## src/rtl/fetch_unit_pkg.sv

```systemverilog
// Shared definitions for the fetch unit and the decoder that drives it.
// Latency: n/a (types, constants and a pure helper function only).
// Backpressure: n/a.
package fetch_unit_pkg;

    localparam int PC_W      = 10;
    localparam int LUT_DEPTH = 16;
    localparam int IDX_W     = 4;
    localparam int PROG_LEN  = 1024;

    typedef enum logic [1:0] {
        ST_IDLE = 2'd0,
        ST_RUN  = 2'd1,
        ST_DONE = 2'd2
    } state_t;

    // Branch codes produced by the decoder.
    localparam logic [1:0] BR_NONE   = 2'b00;
    localparam logic [1:0] BR_IFSC   = 2'b01;
    localparam logic [1:0] BR_IFNSC  = 2'b10;
    localparam logic [1:0] BR_ALWAYS = 2'b11;

    function automatic logic br_taken(input logic [1:0] br, input logic sc);
        case (br)
            BR_IFSC:   return sc;
            BR_IFNSC:  return ~sc;
            BR_ALWAYS: return 1'b1;
            default:   return 1'b0;
        endcase
    endfunction

endpackage

```

## src/rtl/fetch_unit_if.sv

```systemverilog
// Bundle between the decoder/control side (master) and the fetch unit (slave).
// Latency: n/a (wires only).
// Backpressure: none; the fetch unit advances every cycle while running.
// Ports: start, branch, target_lut, sc_flag, lut_we/lut_idx/lut_data in;
//        prog_ctr, instr_valid, done out of the fetch unit.
interface fetch_unit_if
    import fetch_unit_pkg::*;
#(
    parameter int PC_W = fetch_unit_pkg::PC_W
);
    logic             start;
    logic [1:0]       branch;
    logic [IDX_W-1:0] target_lut;
    logic             sc_flag;
    logic             lut_we;
    logic [IDX_W-1:0] lut_idx;
    logic [PC_W-1:0]  lut_data;
    logic [PC_W-1:0]  prog_ctr;
    logic             instr_valid;
    logic             done;

    modport master (
        output start, branch, target_lut, sc_flag, lut_we, lut_idx, lut_data,
        input  prog_ctr, instr_valid, done
    );

    modport slave (
        input  start, branch, target_lut, sc_flag, lut_we, lut_idx, lut_data,
        output prog_ctr, instr_valid, done
    );
endinterface

```

## src/rtl/branch_lut.sv

```systemverilog
// Branch-target table: LUT_DEPTH x PC_W registers, cleared by reset.
// Latency: read is combinational; a write is visible after the next edge.
// Backpressure: none; writes always accepted when reset is low.
// Ports: clk, reset, we/widx/wdata (sync write), ridx -> rdata (async read).
module branch_lut
    import fetch_unit_pkg::*;
#(
    parameter int PC_W      = fetch_unit_pkg::PC_W,
    parameter int LUT_DEPTH = fetch_unit_pkg::LUT_DEPTH
) (
    input  logic             clk,
    input  logic             reset,
    input  logic             we,
    input  logic [IDX_W-1:0] widx,
    input  logic [PC_W-1:0]  wdata,
    input  logic [IDX_W-1:0] ridx,
    output logic [PC_W-1:0]  rdata
);

    logic [PC_W-1:0] mem [LUT_DEPTH];

    always_ff @(posedge clk) begin
        if (reset) begin
            for (int i = 0; i < LUT_DEPTH; i++) begin
                mem[i] <= '0;
            end
        end else if (we) begin
            mem[widx] <= wdata;
        end
    end

    // Async read sees the pre-write contents during a same-cycle write.
    assign rdata = mem[ridx];

endmodule

```

## src/rtl/fetch_unit.sv

```systemverilog
// Program-counter sequencer: IDLE -> RUN (sequential or LUT-targeted jumps) -> DONE.
// Latency: next address registered one cycle after the branch decision, no bubble.
// Backpressure: none; advances every RUN cycle, start only honoured in IDLE/DONE.
// Ports: clk, reset (sync, active high), bus (fetch_unit_if.slave).
module fetch_unit
    import fetch_unit_pkg::*;
#(
    parameter int PC_W      = fetch_unit_pkg::PC_W,
    parameter int LUT_DEPTH = fetch_unit_pkg::LUT_DEPTH,
    parameter int PROG_LEN  = fetch_unit_pkg::PROG_LEN
) (
    input  logic          clk,
    input  logic          reset,
    fetch_unit_if.slave   bus
);

    // One extra bit so PROG_LEN == 2**PC_W is representable.
    localparam logic [PC_W:0]   PROG_END  = (PC_W+1)'(PROG_LEN);
    localparam logic [PC_W-1:0] PROG_LAST = PC_W'(PROG_LEN - 1);

    state_t          state;
    logic [PC_W-1:0] pc_q;
    logic            vld_q;
    logic            done_q;
    logic [PC_W-1:0] tgt;
    logic            taken;

    branch_lut #(
        .PC_W      (PC_W),
        .LUT_DEPTH (LUT_DEPTH)
    ) u_lut (
        .clk   (clk),
        .reset (reset),
        .we    (bus.lut_we),
        .widx  (bus.lut_idx),
        .wdata (bus.lut_data),
        .ridx  (bus.target_lut),
        .rdata (tgt)
    );

    assign taken = br_taken(bus.branch, bus.sc_flag);

    // instr_valid/done are loaded alongside the state so they always equal
    // a decode of the registered state.
    always_ff @(posedge clk) begin
        if (reset) begin
            state  <= ST_IDLE;
            pc_q   <= '0;
            vld_q  <= 1'b0;
            done_q <= 1'b0;
        end else begin
            case (state)
                ST_IDLE, ST_DONE: begin
                    if (bus.start) begin
                        state  <= ST_RUN;
                        pc_q   <= '0;
                        vld_q  <= 1'b1;
                        done_q <= 1'b0;
                    end
                end
                ST_RUN: begin
                    if (taken) begin
                        pc_q <= tgt;
                        // Out-of-range target ends the program; an in-range
                        // target equal to the current pc is a legal spin.
                        if ({1'b0, tgt} >= PROG_END) begin
                            state  <= ST_DONE;
                            vld_q  <= 1'b0;
                            done_q <= 1'b1;
                        end
                    end else if (pc_q == PROG_LAST) begin
                        // Fall off the end: hold the last address, no wrap.
                        state  <= ST_DONE;
                        vld_q  <= 1'b0;
                        done_q <= 1'b1;
                    end else begin
                        pc_q <= pc_q + 1'b1;
                    end
                end
                default: begin
                    state  <= ST_IDLE;
                    pc_q   <= '0;
                    vld_q  <= 1'b0;
                    done_q <= 1'b0;
                end
            endcase
        end
    end

    assign bus.prog_ctr    = pc_q;
    assign bus.instr_valid = vld_q;
    assign bus.done        = done_q;

endmodule

```

## src/flat_wrapper.sv

```systemverilog
// flat-port wrapper written by rule: the top's interface ports become plain ports
module fetch_unit_flat import fetch_unit_pkg::*;
#(
    parameter int PC_W      = fetch_unit_pkg::PC_W,
    parameter int LUT_DEPTH = fetch_unit_pkg::LUT_DEPTH,
    parameter int PROG_LEN  = fetch_unit_pkg::PROG_LEN
)
  (clk, reset, bus_start, bus_branch, bus_target_lut, bus_sc_flag, bus_lut_we, bus_lut_idx, bus_lut_data, bus_prog_ctr, bus_instr_valid, bus_done);
  fetch_unit_if #(.PC_W(PC_W)) bus_i ();
  input  logic clk;
  input  logic reset;
  input wire logic [$bits(bus_i.start)-1:0] bus_start;
  input wire logic [$bits(bus_i.branch)-1:0] bus_branch;
  input wire logic [$bits(bus_i.target_lut)-1:0] bus_target_lut;
  input wire logic [$bits(bus_i.sc_flag)-1:0] bus_sc_flag;
  input wire logic [$bits(bus_i.lut_we)-1:0] bus_lut_we;
  input wire logic [$bits(bus_i.lut_idx)-1:0] bus_lut_idx;
  input wire logic [$bits(bus_i.lut_data)-1:0] bus_lut_data;
  output wire logic [$bits(bus_i.prog_ctr)-1:0] bus_prog_ctr;
  output wire logic [$bits(bus_i.instr_valid)-1:0] bus_instr_valid;
  output wire logic [$bits(bus_i.done)-1:0] bus_done;
  assign bus_i.start = bus_start;
  assign bus_i.branch = bus_branch;
  assign bus_i.target_lut = bus_target_lut;
  assign bus_i.sc_flag = bus_sc_flag;
  assign bus_i.lut_we = bus_lut_we;
  assign bus_i.lut_idx = bus_lut_idx;
  assign bus_i.lut_data = bus_lut_data;
  assign bus_prog_ctr = bus_i.prog_ctr;
  assign bus_instr_valid = bus_i.instr_valid;
  assign bus_done = bus_i.done;
  fetch_unit #(.PC_W(PC_W), .LUT_DEPTH(LUT_DEPTH), .PROG_LEN(PROG_LEN)) u_core (.clk(clk), .reset(reset), .bus(bus_i));
endmodule
```

## config.mk

```make
export PLATFORM = sky130hd
export DESIGN_NAME = fetch_unit_flat
export DESIGN_NICKNAME = d
export VERILOG_FILES = /design/src/rtl/fetch_unit_pkg.sv /design/src/rtl/fetch_unit_if.sv /design/src/rtl/branch_lut.sv /design/src/rtl/fetch_unit.sv /design/src/flat_wrapper.sv
export SDC_FILE = /design/constraint.sdc
export NUM_CORES = 1
export LEC_CHECK = 0
export CORE_MARGIN = 4
export CORE_UTILIZATION = 65
export CTS_CLUSTER_DIAMETER = 200
export DETAILED_ROUTE_END_ITERATION = 10
export PLACE_DENSITY = 0.85
export RECOVER_POWER = 100
export SYNTH_ARGS = -nofsm -noshare
export SYNTH_HDL_FRONTEND = slang
export SYNTH_HIERARCHICAL = 1
export SYNTH_SLANG_ARGS = --single-unit
```

## constraint.sdc

```tcl
create_clock -name clk -period 4.2 [get_ports clk]
set_clock_uncertainty 0.2 [all_clocks]
set_input_delay 0.42 -clock clk [delete_from_list [all_inputs] [get_ports clk]]
set_output_delay 0.42 -clock clk [all_outputs]
set_load 0.05 [all_outputs]
```

Word-level counts from Yosys, hierarchy flattened --
Memory sizes are Yosys's and may differ from the RTL's. Index checks and enable logic that the tools add are counted.
Word-level totals: memories kept 1, logic and storage cells 47, output and inout port bits 12, bits in writable memories 160, register bits after elaboration 14, input port bits 25
Cells by class: eq/ne operators 10, bitwise operators 1, reduce and logical (&&, ||, !) cells 5, $add $sub $neg 1, mux-type cells 25
Memory list:
- u_core.u_lut.mem | words 16, bits a word 10, read ports 1, clocked after Yosys merged registers in 0, wr ports 16, line branch_lut.sv:20 | logic [PC_W-1:0] mem [LUT_DEPTH];
Operator list (count):
- $mux W10 | 4
- $pmux W10 S2 | 1
- $mux W1 | 12
- $add A10 B1 Y10 const B | 1
- $eq A10 B10 Y1 const B | 1
- $reduce_or A10 Y1 | 1
- $eq A2 B2 Y1 const B | 3
- $mux W2 | 3
- $eq A2 B1 Y1 const B | 2
- $mux W4 | 1
- $ne A2 B2 Y1 const B | 2
- $pmux W1 S2 | 2
- $pmux W2 S2 | 1
- $ne A3 B2 Y1 const B | 1
- $pmux W1 S3 | 1
- $reduce_and A3 Y1 | 1
- $logic_not A2 Y1 | 1
- $ne A2 B1 Y1 const B | 1
- $reduce_and A2 Y1 | 1
- $reduce_or A2 Y1 | 1
- $not A1 Y1 | 1

Logic depth before layout (Yosys ltp) --
depth after elaboration 5, depth in mapped cells 9, mapped depth without buffers 7

Hierarchy --
Netlist, hierarchy kept.
By module, submodules not included:
- branch_lut | area an instance 7312.0 um^2, instances 1, cells an instance 473
- fetch_unit | area an instance 783.3 um^2, instances 1, cells an instance 101

Worst setup path before layout --
No wires, ideal clock.
kind register -> register, start reg u_core.pc_q[0] (netlist: u_core/bus.prog_ctr[0]), end reg u_core.pc_q[3] (netlist: u_core/bus.prog_ctr[3]), period minus slack after synthesis 2.555 ns, path slack 1.645 ns, stages on the path, launching flop included 7, required time 3.883 ns, buffers on the path 1, arrival 2.238 ns, path through dfxtp_1 > ha_1 > nand3_1 > or4_4 > and2_4 > buf_6 > a32o_1
On the way: longest elaborated chain between the ends 4, elaborated cells on any way between the ends 7, those cells by class 1 x add/sub; 2 x eq/ne; 3 x mux; 1 x reduce/logical
RTL lines:
- start: declaration | line fetch_unit.sv:22 | logic [PC_W-1:0] pc_q;
- start signal: assignment | line fetch_unit.sv:63 | pc_q <= tgt;
- start signal: assignment | line fetch_unit.sv:77 | pc_q <= pc_q + 1'b1;
- $add A10 B1 Y10 | line fetch_unit.sv:77
- $mux W10 | line fetch_unit.sv:71 | end else if (pc_q == PROG_LAST) begin
- $mux W10 | line fetch_unit.sv:62 | if (taken) begin
- $pmux W10 S2 | line fetch_unit.sv:52 | case (state)
Several ways; a longest one is shown, not always the timed one. The select of a mux whose other input is x is not followed. A chain may end at the register's enable or synchronous reset.

==> metrics <==
Max Fclk=0.294 GHz; input/output buffers=36; drt drc=0; CTS tree=done; GRT Residual Overflow=0; Critical path buffers and inverters=1; Max Cap Violations=0; I/O pins=37; Max IR drop VDD=330 µV; synth top area cells=edfxtp_1, and2_1, mux4_2; synthesized netlist net count=600; Syn. warnings=6; Crit path max-delay family=simple AND/OR/NAND/NOR gates; Post-Place Worst Slack=1.07 ns; static leakage=0.00302 µW; synthesis-stage register bit count=173; Hold WC Path Type=register to register; Routed wire per std cell=23.9 µm; crit-path max FO=13; CP arrival=about 3.3 ns; Final ANT Viol Nets=0; Die Y=~120 µm; most common cell in the netlist=and2_1; initial core utilization=between 60% and 70%; Worst-path clk slew=0.06 ns; initial antenna violation count=0; synthesized area per cell=between 10 and 15 µm²; CTS Buffer Depth=2; TritonRoute pass-1 iters=5; Setup crit end kind=register; DRT iter0 DRCs=761; Netlist Area Pre-Place=8100 µm²; Root Driver=clkbuf_16; CP peak stage delay=0.89 ns; die area=14300 µm²; routability cong.=about 0.9; CTS resizes=0; Post-synth top cells=and2_1, edfxtp_1, mux4_2; Final TNS setup=0 ns; outcome=complete, no violations; Clock Sink Count=173; total wire length=18600 µm; placed wire-length estimate=12000 µm; Cells after Synth=about 570; Main synth FF type=edfxtp_1; cell taking the most area after synthesis=edfxtp_1; FP Rows=40; Final period util=just over 80%; PwrDens=430 nW/µm²; critical path launch point type=primary input; Die X=about 120 µm; cell breakdown of the critical path=dlygate4sd3_1, or4b_1, nor3_1, or2_0; Clock Latency Late Sink=0.43 ns; final setup margin=0.800 ns; minimum clock period=3.40 ns; drt via density=6.43; RSZ-0062 raised after global routing=no; # diodes=0; area share of the leading cell type in the synthesized netlist=around three fifths; first-pass GRT wire length=28900 µm; CP max stage cell=nor3_1; asr flop ratio synth=0%; Num CTS Buffers=17; nets=623; Hold Buf Count CTS=0; sequential share of the synthesized area=62.6%; CTS H-tree lvls=4; library cells used by synthesis=47; Post-synth EDFFs=160; relative slew slack=about a quarter; max-slew violation count=0; proportion of layout cells with a drive suffix above 1=roughly an eighth; core footprint=between 10000 and 15000 µm²; Setup Fix Bufs, Post-CTS=0; GRT Overall Usage=27.6%; Crit Path Class=primary input to register; largest net degree at the start of global routing=41; vias in the first global route=5061; Final setup viols=0; area grow syn2layout=12.4%; Worst Path Required=4.06 ns; Vias=5004; final hold vios=0; Slew @ Worst Pin=1.11 ns
## final cells by class
| cell class | count | area (µm²) |
|---|---|---|
| tap | 168 | 210 |
| clock inverter | 8 | 116 |
| clock buffer | 24 | 472 |
| fill | 729 | 3010 |
| timing repair buffer | 47 | 403 |
| multi-input combinational | 357 | 2830 |
| sequential | 173 | 5060 |
| inverter | 1 | 3.75 |
## stage by stage
step           cells  hold WS (ns)  util (%)  total power (µW)  area, µm²
3_5_place_dp     746         0.320      70.6              2370       8550
5_1_grt          778         0.371      75.1              4030       9100
6_report         778         0.313      75.1              3910       9100
2_1_floorplan    574         0.349         -              2240       8100
4_1_cts          778         0.334      75.5              3920       9140
3_3_place_gp     746         0.297      70.6              2350       8550
## path summary, 6_finish.rpt
check | start | endpoint | slack (ns) | depth (start not counted)
worst min-delay path | u_core/bus.instr_valid | u_core/bus.instr_valid | 0.31 | 2
worst min register to register | u_core/bus.instr_valid | u_core/bus.instr_valid | 0.31 | 2
worst max-delay path | reset | u_core/u_lut/mem[0][0] | 0.80 | 4
worst max register to register | u_core/bus.prog_ctr[0] | u_core/bus.prog_ctr[5] | 1.68 | 6
## worst min-delay path: cells and delay by family, from the launching register on
| family | cells | cell delay [ns] |
|---|---|---|
| AOI/OAI and AO/OA | 1 | 0.07 |
| DFF | 1 | 0.34 |
| and+or+nand+nor | 1 | 0.07 |
## per-layer routing
metal | wire, µm | vias to the layer above | share of wire (%) | GRT usage (%)
li1 | - | 2155 | - | -
met5 | 0 | - | 0 | 0
met3 | 1910 | 40 | 10 | 6.83
met2 | 8900 | 313 | 48 | 42.8
met4 | 536 | 0 | 2.9 | 11.5
met1 | 7220 | 2496 | 39 | 38.1
## where the power goes
part	leakage [µW]	switching, µW	internal, µW
combinational	0.00111	194	128
clock	0.000286	613	962
sequential	0.00163	38.6	1980
## sequential cells by signal (all words and copies together) (netlist names)
register	count
u_core/u_lut/mem	160
u_core/bus.prog_ctr	10
u_core/state	2
u_core/bus.instr_valid	1
## logic make-up (layout without fill, tap and decap cells)
kind of cell             after synthesis  count (layout)  synth area share (%)
flip-flops                           173             173                  62.6
XOR/XNOR                               2               2                 0.216
AND/OR/NAND/NOR                      258             258                  18.8
multiplexers                          44              44                  11.7
buffers and inverters                 44              80                  2.35
adder cells (fa/ha/maj)                1               1                 0.155
AO/OA/AOI/OAI                         52              52                  4.24
## placed cells by master (no fill, tap or decap), drive strengths merged, types with 4 or more instances in the layout
cell type	instances
a22oi	21
a21oi	11
nand2	20
clkbuf	32
nand3	4
or2	17
dfxtp	13
nor2	27
mux4	40
clkdlybuf4s50	21
buf	5
nor3	6
clkinv	4
o21ai	12
edfxtp	160
nor4	5
and2	162
dlygate4sd3	13
Note: power is estimated with default switching activity, not from simulation.
